[src/rtl/approx_err_sweeper.sv]
// Sweeps every input vector through an exact/approximate circuit pair and gathers |exact-approx| statistics.
// Latency: one vector per cycle, done 2^N_IN+2 cycles after start; no backpressure, abort/rst cancel at any time.
module approx_err_sweeper #(
    parameter int N_IN  = 4,
    parameter int N_OUT = 3,
    parameter int ET    = 5
) (
    input  logic                  clk,
    input  logic                  rst,
    input  logic                  start,
    input  logic                  abort,
    output logic [N_IN-1:0]       vec_out,
    input  logic [N_OUT-1:0]      exact_in,
    input  logic [N_OUT-1:0]      approx_in,
    output logic                  busy,
    output logic                  done,
    output logic [N_OUT-1:0]      max_err,
    output logic [N_IN+N_OUT-1:0] err_sum,
    output logic [N_IN:0]         viol_cnt,
    output logic [N_IN-1:0]       first_viol_vec,
    output logic                  first_viol_vld,
    output logic                  pass
);

    typedef enum logic [1:0] {IDLE, SWEEP, DRAIN, DONE} state_t;

    localparam logic [N_IN-1:0] VEC_LAST = '1;

    state_t                state_q, state_d;
    logic [N_IN-1:0]       vec_q, vec_d;
    logic                  s1_vld_q, s1_vld_d;
    logic [N_IN-1:0]       s1_vec_q, s1_vec_d;
    logic [N_OUT-1:0]      s1_exact_q, s1_exact_d;
    logic [N_OUT-1:0]      s1_approx_q, s1_approx_d;
    logic [N_OUT-1:0]      max_err_q, max_err_d;
    logic [N_IN+N_OUT-1:0] err_sum_q, err_sum_d;
    logic [N_IN:0]         viol_cnt_q, viol_cnt_d;
    logic [N_IN-1:0]       fv_vec_q, fv_vec_d;
    logic                  fv_vld_q, fv_vld_d;
    logic                  pass_q, pass_d;
    logic [N_OUT-1:0]      err;
    logic                  err_viol;

    always_comb begin
        err      = (s1_exact_q >= s1_approx_q) ? (s1_exact_q - s1_approx_q)
                                                : (s1_approx_q - s1_exact_q);
        err_viol = int'(err) > ET;
    end

    always_comb begin
        state_d     = state_q;
        vec_d       = vec_q;
        s1_vld_d    = 1'b0;
        s1_vec_d    = s1_vec_q;
        s1_exact_d  = s1_exact_q;
        s1_approx_d = s1_approx_q;
        max_err_d   = max_err_q;
        err_sum_d   = err_sum_q;
        viol_cnt_d  = viol_cnt_q;
        fv_vec_d    = fv_vec_q;
        fv_vld_d    = fv_vld_q;
        pass_d      = pass_q;

        // Stage 2 runs ahead of the FSM so a start in IDLE can override it with a clear.
        if (s1_vld_q) begin
            if (err > max_err_q) begin
                max_err_d = err;
            end
            err_sum_d = err_sum_q + {{N_IN{1'b0}}, err};
            if (err_viol) begin
                viol_cnt_d = viol_cnt_q + {{N_IN{1'b0}}, 1'b1};
                if (!fv_vld_q) begin
                    fv_vec_d = s1_vec_q;
                    fv_vld_d = 1'b1;
                end
            end
        end

        case (state_q)
            IDLE: begin
                if (start) begin
                    state_d    = SWEEP;
                    vec_d      = '0;
                    max_err_d  = '0;
                    err_sum_d  = '0;
                    viol_cnt_d = '0;
                    fv_vec_d   = '0;
                    fv_vld_d   = 1'b0;
                    pass_d     = 1'b0;
                end
            end
            SWEEP: begin
                if (abort) begin
                    state_d = IDLE;
                    pass_d  = 1'b0;
                end else begin
                    s1_vld_d    = 1'b1;
                    s1_vec_d    = vec_q;
                    s1_exact_d  = exact_in;
                    s1_approx_d = approx_in;
                    if (vec_q == VEC_LAST) begin
                        state_d = DRAIN;
                    end else begin
                        vec_d = vec_q + {{(N_IN-1){1'b0}}, 1'b1};
                    end
                end
            end
            DRAIN: begin
                if (abort) begin
                    state_d = IDLE;
                    pass_d  = 1'b0;
                end else begin
                    state_d = DONE;
                    pass_d  = int'(max_err_d) <= ET;
                end
            end
            DONE: begin
                state_d = IDLE;
            end
            default: begin
                state_d = IDLE;
            end
        endcase
    end

    always_ff @(posedge clk) begin
        if (rst) begin
            state_q     <= IDLE;
            vec_q       <= '0;
            s1_vld_q    <= 1'b0;
            s1_vec_q    <= '0;
            s1_exact_q  <= '0;
            s1_approx_q <= '0;
            max_err_q   <= '0;
            err_sum_q   <= '0;
            viol_cnt_q  <= '0;
            fv_vec_q    <= '0;
            fv_vld_q    <= 1'b0;
            pass_q      <= 1'b0;
        end else begin
            state_q     <= state_d;
            vec_q       <= vec_d;
            s1_vld_q    <= s1_vld_d;
            s1_vec_q    <= s1_vec_d;
            s1_exact_q  <= s1_exact_d;
            s1_approx_q <= s1_approx_d;
            max_err_q   <= max_err_d;
            err_sum_q   <= err_sum_d;
            viol_cnt_q  <= viol_cnt_d;
            fv_vec_q    <= fv_vec_d;
            fv_vld_q    <= fv_vld_d;
            pass_q      <= pass_d;
        end
    end

    assign vec_out        = vec_q;
    assign busy           = (state_q == SWEEP) || (state_q == DRAIN);
    assign done           = (state_q == DONE);
    assign max_err        = max_err_q;
    assign err_sum        = err_sum_q;
    assign viol_cnt       = viol_cnt_q;
    assign first_viol_vec = fv_vec_q;
    assign first_viol_vld = fv_vld_q;
    assign pass           = pass_q;

endmodule

[config.mk]
export PLATFORM = sky130hd
export DESIGN_NAME = approx_err_sweeper
export DESIGN_NICKNAME = d
export VERILOG_FILES = /design/src/rtl/approx_err_sweeper.sv
export SDC_FILE = /design/constraint.sdc
export NUM_CORES = 1
export LEC_CHECK = 0
export ABC_CLOCK_PERIOD_IN_PS = 4950
export CORE_AREA = 2 2 58 71
export DETAILED_ROUTE_END_ITERATION = 8
export DIE_AREA = 0 0 60 73
export PLACE_DENSITY = 0.88
export SLEW_MARGIN = 10
export SYNTH_ARGS = -nofsm -noshare
export SYNTH_HDL_FRONTEND = slang
export SYNTH_SLANG_ARGS = --single-unit
[constraint.sdc]
create_clock -name clk -period 4.95 [get_ports clk]
set_input_delay 1.2375 -clock clk [delete_from_list [all_inputs] [get_ports clk]]
set_output_delay 1.2375 -clock clk [all_outputs]
set_load 0.01 [all_outputs]
==> summary.txt <==
Place
  – Post-DP HPWL: 2.924 mm
  – Dpl cell area: 2396 sq um
  – GP Congestion: 0.7382
  – IO Port Bufs: 36
  – Cells after DPL: 309

Layout
  – Nets: 292
  – Non-Filler Instances: 317
  – Multi-input logic area: 1140 sq um
  – Antenna Cells: 0
  – FF+latch area: 760.7 sq um
  – Final Instance Area: 2491 sq um
  – # fillers: 340
  – Share of layout cells above drive strength 1: 5.323%
  – Area Overhead vs Synth: 24.13%

Route
  – Via/cell ratio: 5.196
  – ANT nets after route: 0
  – Vias: 1647
  – Drt total wl: 3.872 mm
  – Drt drc: 0
  – Wire per inst: 12.21 um
  – Detailed Routing Iterations Pass 1: 4
  – Initial detailed-routing violation count: 68

Clocking
  – Number of gates resized after CTS: 0
  – Root buf cell: clkbuf_8
  – Clock buffer depth: 2
  – Clk sink count: 38
  – Cts hold-fix bufs: 0
  – TritonCTS Buffers: 5
  – CTS tree: done
  – H-tree levels: 2
  – Post-CTS setup buffers: 0
  – Clk Latency, worst-skew pair: 0.29 ns
  – Clock-pin slew on the worst setup and hold paths: 0.07 ns

Timing
  – Final hold vios: 0
  – Setup TNS Final: 0 ns
  – Fin Hold WS: 0.4590 ns
  – Worst slew margin: 49.23%
  – Slew Viols, Final: 0
  – Period utilisation layout: 65.49%
  – Slew @ Worst Pin: 0.7600 ns
  – RSZ-0062 raised after global routing: no
  – Minimum clock period: 3.242 ns
  – Clock Skew: 0.001701 ns
  – Fmax: 308.5 MHz
  – Setup violations, final: 0

Critical path
  – Cells on worst reg2reg path: 12
  – CP Data Arrival Time: 3.46 ns
  – R2R setup slack: 1.71 ns
  – R2R Path Start: s1_exact_q[1]
  – R2r endpoint: pass
  – CP Class: reg -> reg
  – Crit Path Max Fanout: 4
  – Worst setup EP type: flop
  – Startpoint Class: flop
  – Worst Path Required: 5.17 ns

Min path
  – Worst hold endpoint: s1_vec_q[2]
  – Worst min path class: reg -> reg
  – Worst hold start: s1_vec_q[2]
  – Hold Path Stages: 2

Run
  – Max_cap viols: 0

Floorplanning
  – Io pins: 37
  – DIE WIDTH: 60 um
  – CORE AREA: 3785 sq um
  – Rows: 25
  – DIE HEIGHT: 73 um
  – Initial core utilization: 53.02%
  – Die footprint: 4380 sq um

GRT
  – Gr ovfl total: 0
  – Gr usage total: 20.59%
  – First-pass GRT wire length: 6.755 mm
  – Vias in the first global route: 1570
  – Pin count of the biggest net entering global routing: 21
  – Antenna violations before repair: 0

Synth
  – Post-synth EDFFs: 0
  – Fraction of registers with async set/reset: 0%
  – Distinct cell type count after synthesis: 39
  – Largest family of logic cells by synthesized area: simple AND/OR/NAND/NOR gates
  – Mux cell area share after synthesis: 7.045%
  – Dominant synthesized flop cell: dfxtp_1
  – Syn nets: 257
  – Sequential area share after synthesis: 37.91%
  – Commonest cells in the netlist: 38 x dfxtp_1, 31 x nand2_1, 22 x nor2_1
  – Synth top area share: 37.91%
  – Xor and xnor area share after synthesis: 5.237%
  – Largest cells by area after synthesis: dfxtp_1 38%, ha_1 11%, nand2_1 5.8%
  – Simple-gate share of the synthesized area: 18.95%
  – #FFs+latches synth: 38
  – Post-Synthesis Cells: 227
  – Count leader, synth: dfxtp_1
  – Synth area leader: dfxtp_1
  – Yosys warnings: 0
  – Post-Synthesis Cell Area: 2007 sq um
  – Adder-cell area share of the yosys netlist: 13.59%
  – Compound-cell area share of the yosys netlist: 11.97%
  – Mapped Avg Cell Area: 8.841 sq um

Power and ir drop
  – Combinational power share: 20.7%
  – Internal Pwr Total: 490.9 uW
  – VDD IR max: 0.0002334 V
  – Reg power frac: 46.9%
  – Switching Share: 28.55%
  – Clock power share: 32.4%
  – Power per cell area: 275.8 nW/um^2
  – Leakage: 0.9806 nW
  – PnR Total Power: 687.1 uW
  – Net Sw Power: 196.2 uW

Outcome
  – Status: finished, final reports clean
## worst max-delay path: stages, from the launching register on
cell and delay (ns):
dfxtp_1 0.41, inv_1 0.11, fa_1 0.48, or4b_1 0.56, a21oi_1 0.15, a311o_1 0.20, ha_1 0.27, nand3_1 0.09
nand2_1 0.06, a21oi_1 0.32, mux2i_2 0.31, o21ai_1 0.10, a21oi_1 0.11
## worst max path at each step
| stage | from | end | slack [ns] | depth (start not counted) |
|---|---|---|---|---|
| after global placement | abort | vec_out[3] | 1.86 | 7 |
| after global routing | s1_exact_q[1] | pass | 1.57 | 12 |
| after detailed placement | s1_exact_q[1] | pass | 1.72 | 12 |
| final | s1_exact_q[1] | pass | 1.71 | 12 |
| after CTS | s1_exact_q[1] | pass | 1.72 | 12 |
| after floorplan | s1_exact_q[1] | pass | 2.13 | 12 |
## sequential cells by signal (all words and copies together), names as in the netlist
signal,cells
max_err,3
state_q,2
first_viol_vld,1
s1_exact_q,3
vec_out,4
s1_approx_q,3
viol_cnt,5
s1_vec_q,4
s1_vld_q,1
pass,1
err_sum,7
first_viol_vec,4
## cell usage in the layout, fill, tap and decap left out, types with 3 or more instances in the layout
| master | count |
|---|---|
| xor2_1 | 10 |
| nand3_1 | 6 |
| clkbuf_8 | 6 |
| nand2b_1 | 4 |
| inv_1 | 18 |
| mux2i_1 | 9 |
| fa_1 | 3 |
| clkdlybuf4s50_1 | 36 |
| a21o_1 | 3 |
| dfxtp_1 | 38 |
| a21oi_1 | 20 |
| nor2b_1 | 7 |
| ha_1 | 17 |
| nor2_1 | 22 |
| o21ai_0 | 6 |
| nand2_1 | 31 |
## area by class of cell
| cell class | count | share of cell area (%) |
|---|---|---|
| multi-input combinational | 163 | 45.76 |
| sequential | 38 | 30.54 |
| timing repair buffer | 36 | 14.47 |
| clock buffer | 6 | 3.315 |
| inverter | 18 | 2.712 |
| tap | 54 | 2.712 |
| clock inverter | 2 | 0.5023 |
## per-layer routing
metal	share of wire, %	wire, um	GRT usage, %
met1	40	1559	21.91
met2	53	2038	36.35
met3	5.1	197	6.383
met4	2.0	77	9.136
met5	0	0	0
## power groups by stage
stage	Sequential [mW]	Combinational, mW	Clock [mW]
2_1_floorplan	0.327	0.109	0
3_3_place_gp	0.329	0.135	0
3_5_place_dp	0.329	0.142	0
4_1_cts	0.322	0.143	0.227
6_report	0.322	0.142	0.223
5_1_grt	0.324	0.159	0.242
## logic make-up after synthesis
kind of cell             after synthesis
multiplexers                          12
AO/OA/AOI/OAI                         39
adder cells (fa/ha/maj)               20
buffers and inverters                 26
flip-flops                            38
AND/OR/NAND/NOR                       80
XOR/XNOR                              12
## metrics by stage
step	setup slack [ns]	util (%)
after floorplan	2.129	-
after global placement	1.862	63.31
after detailed placement	1.723	63.31
after CTS	1.716	65.82
after global routing	1.573	65.82
final	1.708	65.82
No activity file was read; power rests on OpenSTA's default activity.
